===== config.mk =====
export PLATFORM = sky130hd
export DESIGN_NAME = power_ramp_limiter
export DESIGN_NICKNAME = d
export VERILOG_FILES = /design/src/rtl/hamster_ramp_pkg.sv /design/src/rtl/ramp_tick_gen.sv /design/src/rtl/power_ramp_limiter.sv
export SDC_FILE = /design/constraint.sdc
export NUM_CORES = 1
export LEC_CHECK = 0
export CAP_MARGIN = 15
export CORE_MARGIN = 3
export CORE_UTILIZATION = 48
export CTS_CLUSTER_DIAMETER = 100
export DETAILED_ROUTE_END_ITERATION = 8
export HOLD_SLACK_MARGIN = 0.08
export PLACE_DENSITY = 0.74
export SYNTH_ARGS = -nofsm -noshare
export SYNTH_HDL_FRONTEND = slang
export SYNTH_SLANG_ARGS = --single-unit
export TNS_END_PERCENT = 5

===== constraint.sdc =====
create_clock -name i_clk -period 4.55 [get_ports i_clk]
set_input_delay 0.91 -clock i_clk [delete_from_list [all_inputs] [get_ports i_clk]]
set_output_delay 0.91 -clock i_clk [all_outputs]
set_load 0.01 [all_outputs]

===== src/rtl/hamster_ramp_pkg.sv =====
// rtl/hamster_ramp_pkg.sv - shared types for the motor power ramp limiter
//
// Purpose: state encoding of the ramp limiter FSM. The numeric values are
// exported on o_state and read back by the register bank, so they are fixed.
package hamster_ramp_pkg;

   typedef enum logic [2:0] {
      HOLD      = 3'd0,
      RAMP_UP   = 3'd1,
      RAMP_DOWN = 3'd2,
      BRAKE     = 3'd3,
      BYPASS    = 3'd4
   } t_ramp_state;

endpackage


===== src/rtl/ramp_tick_gen.sv =====
// rtl/ramp_tick_gen.sv - prescaler tick generator for the power ramp limiter
//
// Purpose: counts 0..i_prescaler and emits a one-cycle tick on the wrap.
// Ports:
//   i_clk, i_rst   clock, synchronous active-high reset
//   i_clear        holds the counter at zero and suppresses the tick
//   i_prescaler    tick period minus one, in clock cycles
//   o_tick         one-cycle tick, combinational from the counter
module ramp_tick_gen
   import hamster_ramp_pkg::*;
#(
   parameter int K_PSC_RES = 16
) (
   input  logic                 i_clk,
   input  logic                 i_rst,
   input  logic                 i_clear,
   input  logic [K_PSC_RES-1:0] i_prescaler,
   output logic                 o_tick
);

   logic [K_PSC_RES-1:0] cnt_q;
   logic                 wrap;

   // Magnitude compare so a prescaler lowered below the running count
   // still wraps on the next cycle instead of running through the full range.
   assign wrap   = (cnt_q >= i_prescaler);
   assign o_tick = wrap && !i_clear;

   always_ff @(posedge i_clk) begin
      if (i_rst || i_clear) begin
         cnt_q <= '0;
      end else if (wrap) begin
         cnt_q <= '0;
      end else begin
         cnt_q <= cnt_q + {{(K_PSC_RES-1){1'b0}}, 1'b1};
      end
   end

endmodule


===== src/rtl/power_ramp_limiter.sv =====
// rtl/power_ramp_limiter.sv - slew-rate limiter for the motor power command
//
// Purpose: latches each power target and walks o_cmd toward it by
// i_step_up / i_step_down once per prescaler tick. Brake zeroes the output
// immediately; with i_enable low the target is passed straight through.
// Ports:
//   i_clk, i_rst            clock, synchronous active-high reset
//   i_enable                1 = ramp limiting, 0 = bypass
//   i_brake                 level-sensitive brake request (highest priority)
//   i_target/_valid         requested power and its one-cycle qualifier
//   i_step_up/i_step_down   step per tick when rising / falling (0 acts as 1)
//   i_prescaler             tick period minus one
//   o_cmd                   limited power command
//   o_cmd_valid             one-cycle pulse after every change of o_cmd
//   o_at_target             o_cmd equals latched target and FSM is in HOLD
//   o_state                 FSM state encoding
module power_ramp_limiter
   import hamster_ramp_pkg::*;
#(
   parameter int K_RES     = 8,
   parameter int K_PSC_RES = 16
) (
   input  logic                 i_clk,
   input  logic                 i_rst,
   input  logic                 i_enable,
   input  logic                 i_brake,
   input  logic [K_RES-1:0]     i_target,
   input  logic                 i_target_valid,
   input  logic [K_RES-1:0]     i_step_up,
   input  logic [K_RES-1:0]     i_step_down,
   input  logic [K_PSC_RES-1:0] i_prescaler,
   output logic [K_RES-1:0]     o_cmd,
   output logic                 o_cmd_valid,
   output logic                 o_at_target,
   output logic [2:0]           o_state
);

   localparam logic [K_RES-1:0] ONE = {{(K_RES-1){1'b0}}, 1'b1};

   t_ramp_state      state_q, state_nxt;
   logic [K_RES-1:0] cmd_q, cmd_nxt;
   logic [K_RES-1:0] target_q;
   logic             cmd_valid_q;

   logic             tick;
   logic             tick_clear;

   logic [K_RES-1:0] step_up_eff, step_down_eff;
   logic [K_RES:0]   diff_up, diff_down;
   logic             target_gt, target_lt;
   logic             up_reach, down_reach;
   logic [K_RES-1:0] up_next, down_next;

   // The prescaler only runs while ramping, so the first step after leaving
   // HOLD lands exactly i_prescaler+1 cycles later. A reversal between the
   // two ramp states keeps the count running.
   assign tick_clear = (state_q != RAMP_UP) && (state_q != RAMP_DOWN);

   ramp_tick_gen #(
      .K_PSC_RES (K_PSC_RES)
   ) u_tick_gen (
      .i_clk       (i_clk),
      .i_rst       (i_rst),
      .i_clear     (tick_clear),
      .i_prescaler (i_prescaler),
      .o_tick      (tick)
   );

   // Zero step would stall the ramp forever; treat it as the smallest step.
   assign step_up_eff   = (i_step_up   == '0) ? ONE : i_step_up;
   assign step_down_eff = (i_step_down == '0) ? ONE : i_step_down;

   assign target_gt = (target_q > cmd_q);
   assign target_lt = (target_q < cmd_q);

   // One extra bit so the distance never wraps; each difference is only
   // used in the direction where it is non-negative.
   assign diff_up   = {1'b0, target_q} - {1'b0, cmd_q};
   assign diff_down = {1'b0, cmd_q} - {1'b0, target_q};

   // Clamp to the target when the remaining distance fits in one step;
   // otherwise the step cannot overflow since cmd + step < target.
   assign up_reach   = (diff_up   <= {1'b0, step_up_eff});
   assign down_reach = (diff_down <= {1'b0, step_down_eff});
   assign up_next    = up_reach   ? target_q : (cmd_q + step_up_eff);
   assign down_next  = down_reach ? target_q : (cmd_q - step_down_eff);

   always_comb begin
      state_nxt = state_q;
      cmd_nxt   = cmd_q;

      if (i_brake) begin
         state_nxt = BRAKE;
         cmd_nxt   = '0;
      end else if (!i_enable) begin
         state_nxt = BYPASS;
         cmd_nxt   = target_q;
      end else begin
         case (state_q)
            BRAKE: begin
               state_nxt = HOLD;
               cmd_nxt   = '0;
            end
            BYPASS: begin
               // Keep the passed-through value; ramping resumes from here.
               state_nxt = HOLD;
            end
            default: begin
               // HOLD and both ramp states: direction follows the latched
               // target every cycle, stepping only on a tick.
               if (target_gt) begin
                  state_nxt = RAMP_UP;
                  if (tick) begin
                     cmd_nxt = up_next;
                     if (up_reach) begin
                        state_nxt = HOLD;
                     end
                  end
               end else if (target_lt) begin
                  state_nxt = RAMP_DOWN;
                  if (tick) begin
                     cmd_nxt = down_next;
                     if (down_reach) begin
                        state_nxt = HOLD;
                     end
                  end
               end else begin
                  state_nxt = HOLD;
               end
            end
         endcase
      end
   end

   always_ff @(posedge i_clk) begin
      if (i_rst) begin
         state_q     <= HOLD;
         cmd_q       <= '0;
         target_q    <= '0;
         cmd_valid_q <= 1'b0;
      end else begin
         state_q     <= state_nxt;
         cmd_q       <= cmd_nxt;
         cmd_valid_q <= (cmd_nxt != cmd_q);
         // Targets are latched in every state, including BRAKE. The FSM sees
         // the new value one cycle later, so a coinciding tick uses the old one.
         if (i_target_valid) begin
            target_q <= i_target;
         end
      end
   end

   assign o_cmd       = cmd_q;
   assign o_cmd_valid = cmd_valid_q;
   assign o_at_target = (state_q == HOLD) && (cmd_q == target_q);
   assign o_state     = state_q;

endmodule


==> reports/qor.csv <==
stage,metric,value,unit
detailed_routing,vias,4496,
timing,max_freq,229,MHz
timing,drv_slew,0,
setup_path,crit_fanout,5,
cells_and_area,final_cells,751,
setup_path,critPathLaunch,o_cmd[1],
timing,setup_slack,188,ps
setup_path,crit_end,o_cmd_valid,
setup_path,crit-reg2reg-launch,o_cmd[1],
yosys,synth_top_cell_by_area,ha_1,
clock_tree,cts_tree,yes,
power_and_ir_drop,ir_worst_vdd,194,uV
cells_and_area,syn_to_final_growth,22.3,%
clock_tree,clkLatencyLatePin,300,ps
floorplan,die_height,101,um
clock_tree,cts_buffers,5,
grt,grt_first_pass_wirelength,21000,um
detailed_routing,detailedRoute.firstPassIterationCount,5,
cells_and_area,fin_util,60.9,%
power_and_ir_drop,power_leakage,2.33,nW
setup_path,reg2reg_to,o_cmd_valid,
timing,relSlewSlack,49.4,%
floorplan,core-area,8760,um^2
clock_tree,h-tree-depth,2,
yosys,ys_seq_area_share,16.5,%
detailed_routing,drc,0,
yosys,synth_fp_nets,686,
timing,fin_skew,18.1,ps
yosys,synth.distinct_cells,72,
cells_and_area,final_common_cell,nor2_1,
place,portBuffers,57,
cells_and_area,diodes,0,
detailed_routing,ant_nets,0,
grt,overflow,0,
setup_path,worstPathArrival,4490,ps
power_and_ir_drop,powerDensity,237,nW/um^2
yosys,ys_top_cells_by_area,"ha_1 18%, dfxtp_1 17%, nor2_1 6.0%",
floorplan,die-area,10300,um^2
yosys,synth_edf_count,0,
min_path,hold_path_class,reg -> reg,
timing,finalSetupTns,0,ps
floorplan,initial_core_util,49.8,%
cells_and_area,drive_gt1_share,10.3,%
timing,worst_pin_slew,757,ps
setup_path,reg2reg_slack,190,ps
cells_and_area,n_fill_cell,776,
timing,fin_hold_ws,488,ps
yosys,synth_warnings,0,
place,dp.cells,737,
cells_and_area,nNetsFinal,754,
timing,setup-violations-final,0,
yosys,syn_area,4360,um^2
place,dpl.hpwl,10800,um
power_and_ir_drop,seqPwrFrac,26.9,%
clock_tree,ctsHoldBuffers,0,
run,drv_cap,0,
detailed_routing,drt_iter0_markers,282,
setup_path,crit_type,reg -> reg,
timing,finalCritPeriodShare,95.9,%
floorplan,die_w,101,um
yosys,avgSynthCellArea,7.60,um^2
power_and_ir_drop,cell_internal_pwr,773,uW
setup_path,end_kind,flip-flop,
grt,antenna_found_initial,0,
yosys,synth_top_area_share,18.1,%
yosys,async_flop_share,0,%
power_and_ir_drop,pwr-share-comb,50.2,%
setup_path,cp-start-kind,flip-flop,
power_and_ir_drop,p_clk_share,22.9,%
power_and_ir_drop,power.switching,490,uW
grt,track_usage,25.9,%
setup_path,ff2ff_path_depth,20,
setup_path,cp.required,4680,ps
detailed_routing,drt-total-wl,13500,um
power_and_ir_drop,switching_share,38.8,%
floorplan,ios,58,
run_status,status,completed,
detailed_routing,wl_per_cell,18.0,um
timing,period_needed,4360,ps
clock_tree,clock_sinks,36,
yosys,ys_ff_latch,36,
clock_tree,ctsLongestPathBuffers,2,
detailed_routing,via_per_inst,5.99,
grt,grt_pass1_vias,4259,
clock_tree,clk_pin_slew,90,ps
yosys,ys.flop_type,dfxtp_1,
timing,hold_viol,0,
floorplan,row_count,34,
clock_tree,ctsRootBufferMaster,clkbuf_8,
place,pre_cts_ws,4.49,ps
yosys,syn_inst,574,
cells_and_area,final_cell_mix,"70 x nor2_1, 63 x inv_1, 63 x ha_1",
grt,grt_max_degree,20,
place,place_congestion,1.00,
Yosys cell counts, types with 3 or more instances:
| cell | instances |
|---|---|
| clkbuf_1 | 13 |
| nor3_1 | 16 |
| a211oi_1 | 8 |
| o211ai_1 | 9 |
| a21o_1 | 7 |
| dfxtp_1 | 36 |
| nor2b_1 | 7 |
| a22oi_1 | 5 |
| a31oi_1 | 7 |
| buf_4 | 3 |
| nand3_1 | 10 |
| buf_2 | 3 |
| o21ai_1 | 5 |
| mux2i_1 | 15 |
| o21a_1 | 6 |
| nor2_1 | 70 |
| o21bai_1 | 3 |
| nand2b_1 | 4 |
| and2_1 | 7 |
| a21oi_1 | 37 |
| a211o_1 | 3 |
| nor4_1 | 6 |
| xor2_1 | 11 |
| and3_1 | 6 |
| fa_1 | 4 |
| o22ai_1 | 4 |
| ha_1 | 63 |
| inv_1 | 64 |
| o21ai_0 | 24 |
| xnor2_1 | 21 |
| buf_6 | 3 |
| nand4_1 | 11 |
| nand2_1 | 34 |
power by group through the flow:
| stage | registers [mW] | logic [mW] | clock network, mW |
|---|---|---|---|
| after floorplan | 0.348 | 0.399 | 0 |
| after global placement | 0.346 | 0.564 | 0 |
| after detailed placement | 0.347 | 0.573 | 0 |
| after CTS | 0.339 | 0.581 | 0.295 |
| after global routing | 0.341 | 0.693 | 0.307 |
| final | 0.339 | 0.634 | 0.290 |
per-layer routing:
| layer | track usage, % | vias up | share of wire [%] |
|---|---|---|---|
| met5 | 0 | - | 0 |
| met4 | 8.08 | 0 | 3.0 |
| met1 | 34.5 | 2095 | 43 |
| met3 | 5.17 | 39 | 7.0 |
| met2 | 42.2 | 187 | 47 |
| li1 | - | 2175 | - |
worst min-delay path by stage:
stage / start / to / slack (ps) / cells after the start
final: u_tick_gen.cnt_q[0] / u_tick_gen.cnt_q[0] / 490 / 1
after global routing: u_tick_gen.cnt_q[0] / u_tick_gen.cnt_q[0] / 510 / 1
after CTS: u_tick_gen.cnt_q[0] / u_tick_gen.cnt_q[0] / 490 / 1
after detailed placement: u_tick_gen.cnt_q[0] / u_tick_gen.cnt_q[0] / 470 / 1
after global placement: u_tick_gen.cnt_q[0] / u_tick_gen.cnt_q[0] / 460 / 1
after floorplan: u_tick_gen.cnt_q[0] / u_tick_gen.cnt_q[0] / 440 / 1
timing repair:
action,in CTS,in global routing
pin swaps,0,6
endpoints found under the setup margin,1,1
gates resized for setup,1,17
setup buffers,0,6
sequential cells by signal, summed over array words and instances (netlist names):
register and cells:
o_state 3, o_cmd_valid 1, target_q 8, o_cmd 8
u_tick_gen.cnt_q 16
metrics by stage:
step	total power, mW	cell area (um^2)
global placement	0.910	5100
detailed placement	0.920	5100
global route	1.34	5340
CTS	1.21	5210
finish	1.26	5340
floorplan	0.748	4360
layout make-up:
class	instances	area [um^2]	share of cell area (%)
Clock inverter	3	42.5	0.797
Clock buffer	5	68.8	1.29
Multi-Input combinational cell	452	3360	63.0
Timing Repair Buffer	83	766	14.3
Tap cell	108	135	2.53
Inverter	64	240	4.50
Sequential cell	36	723	13.5
cells by family after synthesis:
family          synth area share [%]
fa+ha+maj                       19.9
flops                           16.5
xor+xnor                        6.42
compound gates                  24.5
buf+inv                         8.26
simple gates                    20.7
mux                             3.70
worst max-delay path: stages, from the launching register on:
cell and delay [ps]:
dfxtp_1 330, inv_1 80, ha_1 360, a21o_1 210
a21o_1 200, a21o_1 190, a21oi_2 170, o21bai_1 80
a21oi_1 170, xnor2_1 150, ha_1 280, nand3_1 120
nor2_1 60, a22o_1 240, o21a_1 280, a2111oi_4 250
a2bb2oi_2 260, nor2_1 80, a211o_1 280, nor4_2 270
a41oi_1 140
No activity file was read; power rests on OpenSTA's default activity.
